===== src/rtl/clk_rst_seq_pkg.sv =====
// Shared definitions for the clock/reset start-up sequencer.
package clk_rst_seq_pkg;

   localparam int STATE_W = 2;

   typedef enum logic [STATE_W-1:0] {
      S_RESET     = 2'd0,
      S_WAIT_LOCK = 2'd1,
      S_SETTLE    = 2'd2,
      S_RUN       = 2'd3
   } state_t;

   function automatic int max3(input int a, input int b, input int c);
      int m;
      m = (a > b) ? a : b;
      return (m > c) ? m : c;
   endfunction

endpackage


===== src/rtl/clk_rst_seq_sync2.sv =====
// Two-flop synchroniser for asynchronous level inputs; both stages clear to 0 in reset.
module clk_rst_seq_sync2 #(
   parameter int WIDTH = 1
) (
   input  logic             clk_i,
   input  logic             rst_n_i,
   input  logic [WIDTH-1:0] async_i,
   output logic [WIDTH-1:0] sync_o
);

   logic [WIDTH-1:0] meta_reg;
   logic [WIDTH-1:0] sync_reg;

   genvar gi;
   generate
      for (gi = 0; gi < WIDTH; gi++) begin : g_bit
         always_ff @(posedge clk_i) begin
            if (!rst_n_i) begin
               meta_reg[gi] <= 1'b0;
               sync_reg[gi] <= 1'b0;
            end else begin
               meta_reg[gi] <= async_i[gi];
               sync_reg[gi] <= meta_reg[gi];
            end
         end
      end
   endgenerate

   assign sync_o = sync_reg;

endmodule


===== src/rtl/clk_rst_seq.sv =====
// PLL start-up sequencer: PLL reset stretch, lock wait with timeout/retry, settle, then
// downstream reset release plus a runtime-programmable divided tick/phase.
module clk_rst_seq
   import clk_rst_seq_pkg::*;
#(
   parameter int RST_STRETCH   = 16,
   parameter int LOCK_TIMEOUT  = 65535,
   parameter int SETTLE_CYCLES = 1024,
   parameter int DIV_W         = 16,
   parameter int DIV_INIT      = 8
) (
   input  logic               clk_i,
   input  logic               rst_n_i,
   input  logic               pll_lock_i,
   output logic               pll_resetb_o,
   output logic               rst_n_o,
   input  logic [DIV_W-1:0]   div_i,
   input  logic               div_req_i,
   output logic               div_ack_o,
   output logic               tick_o,
   output logic               phase_o,
   output logic [STATE_W-1:0] state_o,
   output logic               err_o
);

   localparam int CNT_W = $clog2(max3(RST_STRETCH, LOCK_TIMEOUT, SETTLE_CYCLES) + 1);
   localparam logic [CNT_W-1:0] CNT_ONE      = CNT_W'(1);
   localparam logic [CNT_W-1:0] STRETCH_LAST = CNT_W'(RST_STRETCH - 1);
   localparam logic [CNT_W-1:0] TIMEOUT_LAST = CNT_W'(LOCK_TIMEOUT - 1);
   localparam logic [CNT_W-1:0] SETTLE_LAST  = CNT_W'(SETTLE_CYCLES - 1);
   localparam logic [DIV_W-1:0] DIV_ONE      = DIV_W'(1);
   localparam logic [DIV_W-1:0] DIV_RESET    = DIV_W'(DIV_INIT);

   logic             lock_s;
   state_t           state_reg;
   logic [CNT_W-1:0] cnt_reg;
   logic             pll_resetb_reg;
   logic             rst_n_reg;
   logic             err_reg;

   logic [DIV_W-1:0] div_reg;
   logic [DIV_W-1:0] div_pend_reg;
   logic [DIV_W-1:0] ctr_reg;
   logic             pend_reg;
   logic             ack_reg;
   logic             tick_reg;
   logic             phase_reg;
   logic             run_stay;
   logic             terminal;

   clk_rst_seq_sync2 #(.WIDTH(1)) u_lock_sync (
      .clk_i   (clk_i),
      .rst_n_i (rst_n_i),
      .async_i (pll_lock_i),
      .sync_o  (lock_s)
   );

   // Outputs are registered alongside the state so they change on the transition edge.
   always_ff @(posedge clk_i) begin
      if (!rst_n_i) begin
         state_reg      <= S_RESET;
         cnt_reg        <= '0;
         pll_resetb_reg <= 1'b0;
         rst_n_reg      <= 1'b0;
         err_reg        <= 1'b0;
      end else begin
         case (state_reg)
            S_RESET: begin
               if (cnt_reg == STRETCH_LAST) begin
                  state_reg      <= S_WAIT_LOCK;
                  cnt_reg        <= '0;
                  pll_resetb_reg <= 1'b1;
               end else begin
                  cnt_reg <= cnt_reg + CNT_ONE;
               end
            end
            S_WAIT_LOCK: begin
               if (lock_s) begin
                  state_reg <= S_SETTLE;
                  cnt_reg   <= '0;
               end else if (cnt_reg == TIMEOUT_LAST) begin
                  state_reg      <= S_RESET;
                  cnt_reg        <= '0;
                  pll_resetb_reg <= 1'b0;
                  err_reg        <= 1'b1;
               end else begin
                  cnt_reg <= cnt_reg + CNT_ONE;
               end
            end
            S_SETTLE: begin
               if (!lock_s) begin
                  state_reg      <= S_RESET;
                  cnt_reg        <= '0;
                  pll_resetb_reg <= 1'b0;
               end else if (cnt_reg == SETTLE_LAST) begin
                  state_reg <= S_RUN;
                  cnt_reg   <= '0;
                  rst_n_reg <= 1'b1;
               end else begin
                  cnt_reg <= cnt_reg + CNT_ONE;
               end
            end
            S_RUN: begin
               if (!lock_s) begin
                  state_reg      <= S_RESET;
                  cnt_reg        <= '0;
                  pll_resetb_reg <= 1'b0;
                  rst_n_reg      <= 1'b0;
               end
            end
            default: begin
               state_reg      <= S_RESET;
               cnt_reg        <= '0;
               pll_resetb_reg <= 1'b0;
               rst_n_reg      <= 1'b0;
            end
         endcase
      end
   end

   // A lock-loss edge in S_RUN suppresses the tick and defers any pending divisor by one cycle.
   assign run_stay = (state_reg == S_RUN) && lock_s;
   assign terminal = (ctr_reg == (div_reg - DIV_ONE));

   always_ff @(posedge clk_i) begin
      if (!rst_n_i) begin
         div_reg      <= DIV_RESET;
         div_pend_reg <= '0;
         ctr_reg      <= '0;
         pend_reg     <= 1'b0;
         ack_reg      <= 1'b0;
         tick_reg     <= 1'b0;
         phase_reg    <= 1'b0;
      end else begin
         ack_reg  <= 1'b0;
         tick_reg <= 1'b0;
         if (run_stay) begin
            if (terminal) begin
               tick_reg  <= 1'b1;
               phase_reg <= ~phase_reg;
               ctr_reg   <= '0;
               if (pend_reg) begin
                  div_reg  <= div_pend_reg;
                  pend_reg <= 1'b0;
                  ack_reg  <= 1'b1;
               end
            end else begin
               ctr_reg <= ctr_reg + DIV_ONE;
            end
         end else begin
            ctr_reg   <= '0;
            phase_reg <= 1'b0;
            if (pend_reg && (state_reg != S_RUN)) begin
               div_reg  <= div_pend_reg;
               pend_reg <= 1'b0;
               ack_reg  <= 1'b1;
            end
         end
         // Capture only when idle; apply above requires pend_reg=1, so the two never collide.
         if (div_req_i && !pend_reg && !ack_reg) begin
            div_pend_reg <= (div_i == '0) ? DIV_ONE : div_i;
            pend_reg     <= 1'b1;
         end
      end
   end

   assign pll_resetb_o = pll_resetb_reg;
   assign rst_n_o      = rst_n_reg;
   assign err_o        = err_reg;
   assign state_o      = state_reg;
   assign div_ack_o    = ack_reg;
   assign tick_o       = tick_reg;
   assign phase_o      = phase_reg;

endmodule

===== config.mk =====
export PLATFORM = sky130hd
export DESIGN_NAME = clk_rst_seq
export DESIGN_NICKNAME = d
export VERILOG_FILES = /design/src/rtl/clk_rst_seq_pkg.sv /design/src/rtl/clk_rst_seq_sync2.sv /design/src/rtl/clk_rst_seq.sv
export SDC_FILE = /design/constraint.sdc
export NUM_CORES = 1
export LEC_CHECK = 0
export BUFFER_PORTS_ARGS = -buffer_cell sky130_fd_sc_hd__buf_2
export CAP_MARGIN = 20
export CELL_PAD_IN_SITES_DETAIL_PLACEMENT = 1
export CELL_PAD_IN_SITES_GLOBAL_PLACEMENT = 1
export CORE_MARGIN = 1
export CORE_UTILIZATION = 47
export CTS_BUF_LIST = sky130_fd_sc_hd__clkbuf_4 sky130_fd_sc_hd__clkbuf_8
export DETAILED_ROUTE_END_ITERATION = 8
export MAX_ROUTING_LAYER = met4
export PLACE_DENSITY_LB_ADDON = 0.1
export SYNTH_ARGS = -nofsm -noshare
export SYNTH_HDL_FRONTEND = slang
export SYNTH_HIERARCHICAL = 1
export SYNTH_SLANG_ARGS = --single-unit

===== constraint.sdc =====
create_clock -name clk_i -period 3.8 [get_ports clk_i]
set_input_delay 0.76 -clock clk_i [delete_from_list [all_inputs] [get_ports clk_i]]
set_output_delay 0.76 -clock clk_i [all_outputs]
set_load 0.02 [all_outputs]

==> results.yml <==
sta:
  final_slew_violations: 0
  final_period_minus_worst_setup_slack_ns: 3.430
  rsz0062_at_grt: "no"
  setup_total_negative_slack_ns: 0
  tightest_slew_ns: 1.089
  final-hold-violation-count: 0
  clock-skew-final_ns: 0.008651
  relSlewSlack_pct: 27.11
  fin_crit_sh_pct: 90.27
  max_freq_ghz: 0.2915
  finalSetupViolCount: 0
synth:
  post_synth_inst_count: 464
  syn-mean-instance-area_um2: 8.162
  synth_top_flop_cell: "dfxtp_1"
  synth_edf_count: 0
  ys_seq_area_share_pct: 39.64
  syn_area_mm2: 0.003787
  synthesis.yosys.warnings: 6
  synth.ff_latch_count: 75
  synth_cell_type_count: 54
  synth-async-reset-ratio_pct: 0
  mappedNetlistNets: 488
clocking:
  cts.htree.levels: 3
  clockBufferDepth: 2
  post-cts-setup-buffers: 0
  clock_tree_from_tritoncts: "built"
  cts.sink_count: 75
  cts_buffers: 9
  cts-root-buf: "clkbuf_8"
  cts-resized-gates: 0
  worst_skew_late_latency_ns: 0.35
  clock_transition_time_at_the_flip_flop_clock_pins_of_the_worst_setup_and_hold_paths_ns: 0.08
  hold_buffers: 0
power_and_ir_drop:
  total_switching_power_mw: 0.4021
  swShare_pct: 24.10
  seqPwrFrac_pct: 49.8
  logic_pwr_share_pct: 8.0
  power_report.internal_total_mw: 1.266
  worst_ir_drop_vdd_mv: 0.1993
  power-per-cell-area_mw_per_mm2: 397.5
  post-layout-total-power_mw: 1.668
  power.clock.fraction_pct: 42.2
  p_leak_nw: 1.570
critical_path:
  worst_ep_required_time_ns: 4.05
  startpoint_type: "flip-flop"
  worstPathArrival_ns: 3.68
  worstSetupEndpointType: "flip-flop"
  timing.critical_path.fanout_max: 16
  setup.worst_path.class: "flip-flop to flip-flop"
floorplan:
  floorplan.initialDensity_pct: 48.76
  die_height_um: 91.77
  dieWidth_um: 91.77
  io-pin-count: 28
  floorplan.core_area_mm2: 0.007767
  placementRows: 32
  floorplan.die_area_mm2: 0.008421
route:
  drc_violations: 0
  firstDrtPassIters: 4
  total_length_of_routed_wires_um: 9572
  drt-vias-per-instance: 5.647
  ant_nets_after_route: 0
  avgRoutedWirePerCell_um: 16.31
  detailroute.via_count: 3315
  drt_iter0_drc: 95
final_layout:
  design.final.nets: 504
  area_growth_pct: 10.84
  antenna-diode-count: 0
  post_route_cells_drive_above_1_share_pct: 11.96
global_routing:
  first_pass_grt_wire_length_um: 16370
  grt_max_degree: 23
  grt_use_total_pct: 25.16
  initial_antenna_violation_count: 0
  gr-total-overflow: 0
  vias_in_the_first_global_route: 3468
run:
  drv_cap: 0
worst_hold_path:
  hold_class: "flip-flop to flip-flop"
placed_design:
  portBuffers: 27
  global_placement_routability_congestion: 0.8568
  dp.final_hpwl_um: 7136
status:
  outcome: "finished, final reports clean"
final cells by class:
type	instances	area [µm²]
clock buffer	12	152.6
clock inverter	4	73.82
fill	981	3570
inverter	22	82.58
multi-input combinational	340	2087
sequential	75	1501
tap	102	127.6
timing repair buffer	32	172.7
power groups by stage:
| stage | Clock, mW | Sequential, mW | Combinational [mW] |
|---|---|---|---|
| global route | 0.748 | 0.835 | 0.151 |
| CTS | 0.722 | 0.831 | 0.134 |
| global placement | 0 | 0.849 | 0.127 |
| floorplan | 0 | 0.839 | 0.0963 |
| finish | 0.704 | 0.831 | 0.134 |
| detailed placement | 0 | 0.850 | 0.133 |
routing by layer:
metal  vias to the layer above  wire length [µm]  global-route usage, %
li1                       1654                 -                      -
met1                      1621              4372                  29.03
met2                        28              4889                  45.30
met3                        12               173                  3.234
met4                         0               136                  7.943
met5                         -                 0                      -
kinds of logic (layout without fill, tap and decap cells):
logic type,count (synthesis),count (layout),share of synthesized area (%)
flops,75,75,39.64
compound gates,99,99,16.85
mux,4,4,1.156
simple gates,186,186,24.41
buf+inv,49,70,5.385
fa+ha+maj,4,4,1.321
xor+xnor,47,47,11.23
layout by cell type (no fill, tap or decap), types with 4 or more instances in the layout:
master,n
and2_1,6
nor3b_1,4
ha_1,4
nor4_1,9
xnor2_1,16
nand2_1,51
inv_1,22
a22o_1,17
o21ai_0,11
nor3_1,13
xor2_1,30
buf_4,5
o21ai_1,10
nand4_1,7
nor2_1,48
a41oi_1,4
dfxtp_1,75
and3_1,6
buf_2,27
and4_1,4
nand3_1,19
a21oi_1,39
clkbuf_8,10
Yosys cell counts (3+ instances only):
library cell | count | share of area [%]
nand4_1 | 7 | 1.2
and3_1 | 6 | 0.99
nand2_1 | 51 | 5.1
nor3b_1 | 5 | 0.99
a22o_1 | 17 | 3.9
ha_1 | 4 | 1.3
xor2_1 | 30 | 6.9
inv_1 | 22 | 2.2
a21oi_1 | 39 | 5.2
and2_1 | 6 | 0.99
nor3_1 | 13 | 1.7
a211oi_1 | 3 | 0.59
or4_1 | 3 | 0.59
and4_1 | 4 | 0.92
o21ai_0 | 11 | 1.5
mux2_2 | 3 | 0.89
o21ai_1 | 10 | 1.3
nor4_1 | 9 | 1.5
dfxtp_1 | 75 | 40
xnor2_1 | 16 | 3.7
nor2_1 | 48 | 4.8
nand3_1 | 19 | 2.5
a41oi_1 | 4 | 0.92
buf_2 | 3 | 0.40
clkbuf_1 | 19 | 1.9
final timing paths:
check / from / end / slack [ns] / depth (start not counted)
worst max-delay path: div_reg[4] / div_reg[7] / 0.37 / 7
worst min-delay path: u_lock_sync/meta_reg / u_lock_sync/sync_o / 0.44 / 1
worst max register to register: div_reg[4] / div_reg[7] / 0.37 / 7
worst min register to register: u_lock_sync/meta_reg / u_lock_sync/sync_o / 0.44 / 1
metrics by stage:
step                      util (%)  setup slack (ns)  std cells  hold WS (ns)  cell area [µm²]
after floorplan                  -            0.8196        464        0.4118             3787
after global placement       51.13            0.4503        571        0.4141             3971
after detailed placement     51.13            0.3899        571        0.4228             3971
after CTS                    54.04            0.3662        587        0.4422             4198
after global routing         54.04            0.1965        587        0.4745             4198
final                        54.04            0.3696        587        0.4367             4198
critical path, stage by stage (launching register included):
cell and delay [ns]:
dfxtp_1 0.42, or4_1 0.69, or3_1 0.41, a2111oi_2 0.39, or2_1 0.18, nand3_1 0.10
or4b_1 0.82, o21ai_0 0.33
(Power assumes the default switching activity.)
